--- src/rtl/vmul_rr_scheduler_if.sv ---
// Request/response bundle for vmul_rr_scheduler: NREQ operand ports in,
// one id-tagged 16-bit product out.
interface vmul_rr_scheduler_if #(
  parameter int NREQ = 4
) ();
  localparam int IDW = (NREQ > 2) ? $clog2(NREQ) : 1;

  logic [NREQ-1:0]   req_valid;
  logic [NREQ-1:0]   req_ready;
  logic [8*NREQ-1:0] req_a;
  logic [8*NREQ-1:0] req_b;
  logic              rsp_valid;
  logic              rsp_ready;
  logic [IDW-1:0]    rsp_id;
  logic [15:0]       rsp_result;

  modport master (
    output req_valid, req_a, req_b, rsp_ready,
    input  req_ready, rsp_valid, rsp_id, rsp_result
  );

  modport slave (
    input  req_valid, req_a, req_b, rsp_ready,
    output req_ready, rsp_valid, rsp_id, rsp_result
  );
endinterface

--- src/rtl/vmul_rr_scheduler.sv ---
// Round-robin scheduler sharing one 8x8 Vedic multiplier among NREQ requesters
// through a 2-stage pipeline. Optional accept counter: VMUL_SCHED_UTIL_CNT_EN.
module vmul_rr_scheduler #(
  parameter int NREQ = 4
) (
  input  logic                clk,
  input  logic                rst_n,
  vmul_rr_scheduler_if.slave  bus
`ifdef VMUL_SCHED_UTIL_CNT_EN
  ,
  output logic [31:0]         util_cnt
`endif
);
  localparam int IDW = (NREQ > 2) ? $clog2(NREQ) : 1;
  localparam logic [IDW:0] NREQ_W = (IDW+1)'(NREQ);

  function automatic logic [3:0] vedic2(input logic [1:0] a, input logic [1:0] b);
    logic t, u, c, v;
    t = a[1] & b[0];
    u = a[0] & b[1];
    c = t & u;
    v = a[1] & b[1];
    return {v & c, v ^ c, t ^ u, a[0] & b[0]};
  endfunction

  function automatic logic [7:0] vedic4(input logic [3:0] a, input logic [3:0] b);
    logic [7:0] ll, mid, hh;
    ll  = {4'b0, vedic2(a[1:0], b[1:0])};
    mid = {4'b0, vedic2(a[1:0], b[3:2])} + {4'b0, vedic2(a[3:2], b[1:0])};
    hh  = {4'b0, vedic2(a[3:2], b[3:2])};
    return ll + (mid << 2) + (hh << 4);
  endfunction

  // Urdhva-tiryagbhyam: vertical and crosswise partial products of the halves
  function automatic logic [15:0] vedic8(input logic [7:0] a, input logic [7:0] b);
    logic [15:0] ll, mid, hh;
    ll  = {8'b0, vedic4(a[3:0], b[3:0])};
    mid = {8'b0, vedic4(a[3:0], b[7:4])} + {8'b0, vedic4(a[7:4], b[3:0])};
    hh  = {8'b0, vedic4(a[7:4], b[7:4])};
    return ll + (mid << 4) + (hh << 8);
  endfunction

  logic [7:0]      w_a [NREQ];
  logic [7:0]      w_b [NREQ];
  logic [NREQ-1:0] w_ready;
  logic            w_found;
  logic [IDW-1:0]  w_grant;
  logic [IDW:0]    w_idx;
  logic [IDW-1:0]  w_ptr_next;
  logic            w_s1_en, w_s2_en, w_accept;
  logic [15:0]     w_product;

  logic [IDW-1:0]  r_ptr;
  logic            r_v1, r_v2;
  logic [7:0]      r_a, r_b;
  logic [IDW-1:0]  r_s1_id, r_rsp_id;
  logic [15:0]     r_result;

  assign w_s2_en  = !r_v2 || bus.rsp_ready;
  assign w_s1_en  = !r_v1 || w_s2_en;
  assign w_accept = rst_n && w_found && w_s1_en;

  // First valid requester at or after r_ptr, wrapping modulo NREQ
  always_comb begin
    w_found = 1'b0;
    w_grant = '0;
    w_idx   = '0;
    for (int i = 0; i < NREQ; i++) begin
      w_idx = {1'b0, r_ptr} + (IDW+1)'(i);
      if (w_idx >= NREQ_W) w_idx = w_idx - NREQ_W;
      if (!w_found && bus.req_valid[w_idx[IDW-1:0]]) begin
        w_found = 1'b1;
        w_grant = w_idx[IDW-1:0];
      end
    end
  end

  generate
    for (genvar gi = 0; gi < NREQ; gi++) begin : g_req
      assign w_a[gi]     = bus.req_a[8*gi +: 8];
      assign w_b[gi]     = bus.req_b[8*gi +: 8];
      assign w_ready[gi] = w_accept && (w_grant == IDW'(gi));
    end
  endgenerate

  assign bus.req_ready = w_ready;
  assign w_ptr_next    = (w_grant == IDW'(NREQ-1)) ? '0 : w_grant + 1'b1;
  assign w_product     = vedic8(r_a, r_b);

  always_ff @(posedge clk or negedge rst_n) begin
    if (!rst_n) begin
      r_ptr    <= '0;
      r_v1     <= 1'b0;
      r_a      <= '0;
      r_b      <= '0;
      r_s1_id  <= '0;
      r_v2     <= 1'b0;
      r_rsp_id <= '0;
      r_result <= '0;
    end else begin
      if (w_s1_en) begin
        r_v1 <= w_accept;
        if (w_accept) begin
          r_a     <= w_a[w_grant];
          r_b     <= w_b[w_grant];
          r_s1_id <= w_grant;
          r_ptr   <= w_ptr_next;
        end
      end
      if (w_s2_en) begin
        r_v2     <= r_v1;
        r_result <= w_product;
        r_rsp_id <= r_s1_id;
      end
    end
  end

  assign bus.rsp_valid  = r_v2;
  assign bus.rsp_id     = r_rsp_id;
  assign bus.rsp_result = r_result;

`ifdef VMUL_SCHED_UTIL_CNT_EN
  logic [31:0] r_util_cnt;

  always_ff @(posedge clk or negedge rst_n) begin
    if (!rst_n)
      r_util_cnt <= '0;
    else if (w_accept && (r_util_cnt != 32'hFFFF_FFFF))
      r_util_cnt <= r_util_cnt + 32'd1;
  end

  assign util_cnt = r_util_cnt;
`endif
endmodule

--- src/flat_wrapper.sv ---
// flat-port wrapper written by rule: the top's interface ports become plain ports
module vmul_rr_scheduler_flat 
#(
  parameter int NREQ = 4
)
  (clk, rst_n, bus_req_valid, bus_req_a, bus_req_b, bus_rsp_ready, bus_req_ready, bus_rsp_valid, bus_rsp_id, bus_rsp_result);
  vmul_rr_scheduler_if #(.NREQ(NREQ)) bus_i ();
  input  logic clk;
  input  logic rst_n;
  input wire logic [$bits(bus_i.req_valid)-1:0] bus_req_valid;
  input wire logic [$bits(bus_i.req_a)-1:0] bus_req_a;
  input wire logic [$bits(bus_i.req_b)-1:0] bus_req_b;
  input wire logic [$bits(bus_i.rsp_ready)-1:0] bus_rsp_ready;
  output wire logic [$bits(bus_i.req_ready)-1:0] bus_req_ready;
  output wire logic [$bits(bus_i.rsp_valid)-1:0] bus_rsp_valid;
  output wire logic [$bits(bus_i.rsp_id)-1:0] bus_rsp_id;
  output wire logic [$bits(bus_i.rsp_result)-1:0] bus_rsp_result;
  assign bus_i.req_valid = bus_req_valid;
  assign bus_i.req_a = bus_req_a;
  assign bus_i.req_b = bus_req_b;
  assign bus_i.rsp_ready = bus_rsp_ready;
  assign bus_req_ready = bus_i.req_ready;
  assign bus_rsp_valid = bus_i.rsp_valid;
  assign bus_rsp_id = bus_i.rsp_id;
  assign bus_rsp_result = bus_i.rsp_result;
  vmul_rr_scheduler #(.NREQ(NREQ)) u_core (.clk(clk), .rst_n(rst_n), .bus(bus_i));
endmodule
--- config.mk ---
export PLATFORM = sky130hd
export DESIGN_NAME = vmul_rr_scheduler_flat
export DESIGN_NICKNAME = d
export VERILOG_FILES = /design/src/rtl/vmul_rr_scheduler_if.sv /design/src/rtl/vmul_rr_scheduler.sv /design/src/flat_wrapper.sv
export SDC_FILE = /design/constraint.sdc
export NUM_CORES = 1
export LEC_CHECK = 0
export ABC_CLOCK_PERIOD_IN_PS = 5400
export CAP_MARGIN = 15
export CORE_MARGIN = 2
export CORE_UTILIZATION = 54
export DETAILED_ROUTE_END_ITERATION = 6
export HOLD_SLACK_MARGIN = 0.15
export PLACE_DENSITY = 0.87
export SETUP_SLACK_MARGIN = 0.02
export SYNTH_ARGS = -nofsm -noshare
export SYNTH_HDL_FRONTEND = slang
export SYNTH_SLANG_ARGS = --single-unit
--- constraint.sdc ---
create_clock -name clk -period 5.4 [get_ports clk]
set_input_delay 1.62 -clock clk [delete_from_list [all_inputs] [get_ports clk]]
set_output_delay 1.62 -clock clk [all_outputs]
set_load 0.1 [all_outputs]
==> results.md <==
- Worst stage delay on the critical path: 0.74 ns
- Initial antenna violation count: 0
- Grt ovf: 0
- Kind of start point of the critical path: input port
- Cells after Synth: 534
- Layout cells sized above 1: 8.134%
- FFs w/ async S/R, synth: 100.0%
- Final clock skew: 0.01309 ns
- Placer congestion estimate: 0.9065
- IO Port Bufs: 93
- Fin crit period: 5.086 ns
- RSZ-0062 raised after global routing: false
- Mapped cell area: 4937 µm²
- Distinct cells, synth: 45
- Critical Path RT: 3.78 ns
- Clock sink count: 40
- Die Wd: 99.62 µm
- DR WL/cell: 15.02 µm
- Critical hold path startpoint: u_core.bus.rsp_result[3]
- Post-Layout Cell Count: 735
- Drt pass-1 iters: 4
- Slew headroom: 34.36%
- Iteration-0 DRC Markers: 149
- # rows: 34
- Vias: 4104
- Max Cap Violations: 0
- Cell taking the most area after synthesis: ha_1
- DP HPWL: 9.094 mm
- CP Capture Type: primary output
- Clock buffer depth: 2
- Core area: 8806 µm²
- Slew Limit Fails: 0
- Area grow syn2layout: 23.14%
- Number of diodes: 0
- Setup TNS: 0 ns
- FF-to-FF path depth: 19
- Residual DRC count: 0
- First-pass GRT wire length: 19.19 mm
- Syn. warnings: 0
- Most frequent cells in the layout: ha_1, clkdlybuf4s50_1, and2_1
- Die Ht: 99.62 µm
- TritonCTS buffer count: 5
- Vias per Instance: 5.584
- Reg-to-reg startpoint: u_core.r_b[5]
- Cts repair resizes: 0
- I/O pins: 94
- Max Freq: 196.6 MHz
- Slowest cell on crit path: o41ai_1
- Number of global-route vias before repair: 4353
- Largest net degree at the start of global routing: 41
- Routed Antenna Nets: 0
- Least-Margin Pin Slew: 0.9816 ns
- Post-layout util: 69.04%
- Commonest non-fill, non-tap cell in the layout: ha_1
- Synth top area share: 22.55%
- Gr usage total: 23.51%
- Outcome: finished, final reports clean
- End of the worst register-to-register path: u_core.bus.rsp_result[14]
- Die area: 9924 µm²
- Mean area per synthesized cell: 9.246 µm²
- #FFs+latches synth: 40
- Clock-pin slew on the worst setup and hold paths: 0.08 ns
- HP Class: reg2reg
- Cells after DPL: 727
- CP Cell Sequence: clkdlybuf4s50_1 > o41ai_1 > a21oi_1 > and2_1 > buf_12
- Area contributors post-synth: ha_1, dfrtp_1, and2_1
- CTS tree: built
- H-Tree Depth: 2
- CP Data Arrival Time: 3.47 ns
- Final net count: 796
- Crit share post-route: 94.18%
- Number of flops mapped to enable cells by yosys: 0
- Hold slack final: 0.4689 ns
- Final Hold Vio Count: 0
- Buffer count from post-CTS setup fixing: 0
- Flop2flop setup slack: 0.46 ns
- Starting Density: 56.07%
- Final setup violation count: 0
- Syn_nets: 704
- Worst-path fanout max: 5
- Kind of critical path: in2out
- Hold depth: 2
- Most used DFF post-synth: dfrtp_1
- Post-synthesis sequential area ratio: 20.27%
- Drt total wl: 11.04 mm
- Clock Tree Root: clkbuf_8
- Hold-fix buffers, CTS: 0
- Clk_lat worst skew: 0.31 ns
- Worst hold endpoint: u_core.bus.rsp_result[3]
## cells by family after synthesis
family / synth area share [%]
flops: 20.27
xor+xnor: 6.564
fa+ha+maj: 26.61
simple gates: 16.65
buf+inv: 4.840
mux: 10.87
compound gates: 14.19
## how the worst max path moves through the flow
stage                startpoint                        end  slack [ns]  cells after the start
2_1_floorplan  bus_req_valid[2]           bus_req_ready[3]        0.35                      6
3_3_place_gp   bus_req_valid[0]           bus_req_ready[2]        0.42                      8
3_5_place_dp   bus_req_valid[0]           bus_req_ready[0]        0.35                      8
4_1_cts        bus_req_valid[0]           bus_req_ready[0]        0.35                      8
5_1_grt           u_core.r_b[0]  u_core.bus.rsp_result[15]        0.13                     19
6_report       bus_req_valid[0]           bus_req_ready[1]        0.31                      5
## sequential cells by signal, indices dropped and copies added, names as in the netlist
signal / cells
u_core.r_s1_id: 2
u_core.bus.rsp_valid: 1
u_core.r_b: 8
u_core.r_ptr: 2
u_core.r_v1: 1
u_core.bus.rsp_id: 2
u_core.bus.rsp_result: 16
u_core.r_a: 8
## worst max-delay path, delay by kind of cell
kind / cells / cell delay (ns)
simple gates: 1 / 0.24
buf+inv: 2 / 0.69
compound gates: 2 / 0.91
## final cells by class
cell class	instances	area [µm²]
Multi-Input combinational cell	449	3699
Fill cell	640	2726
Timing Repair Buffer	98	1003
Sequential cell	40	1001
Tap cell	108	135.1
Inverter	32	120.1
Clock buffer	6	82.58
Clock inverter	2	38.79
## layer usage
metal  routed length, µm  up-vias  GRT usage, %  share of wire [%]
met5                   0        -             0                  0
met4                 213        0         6.322                1.9
met3                 592       23         4.708                5.4
met2                5652      132         44.54                 51
met1                4582     1917         26.68                 41
li1                    -     2032             -                  -
## Yosys cell counts (2+ instances only)
cell type,count
o21ai_0,11
ha_1,89
nor4b_1,2
buf_2,2
a21o_1,17
nand2b_1,7
o41ai_1,2
fa_1,10
inv_1,32
buf_12,3
clkbuf_1,6
nor2_1,21
o21bai_1,5
a211o_1,2
mux2_4,7
a31o_2,3
o21a_1,2
a21oi_1,35
nand2_1,49
nand3_1,2
mux2_2,9
o21ai_1,6
nor2b_1,5
xor2_1,12
and2_1,68
mux2i_1,33
o21ai_2,12
a31oi_1,2
xnor2_1,25
dfrtp_1,40
## stage by stage
step                setup slack, ns  cell area (µm²)
finish                       0.3143             6080
global route                 0.1289             6080
CTS                          0.3452             6080
detailed placement           0.3530             5958
global placement             0.4194             5958
floorplan                    0.3459             4937
Power is left out: the tool's default activity adds up to more than one toggle a clock period on the data nets, which glitch-free logic cannot reach.
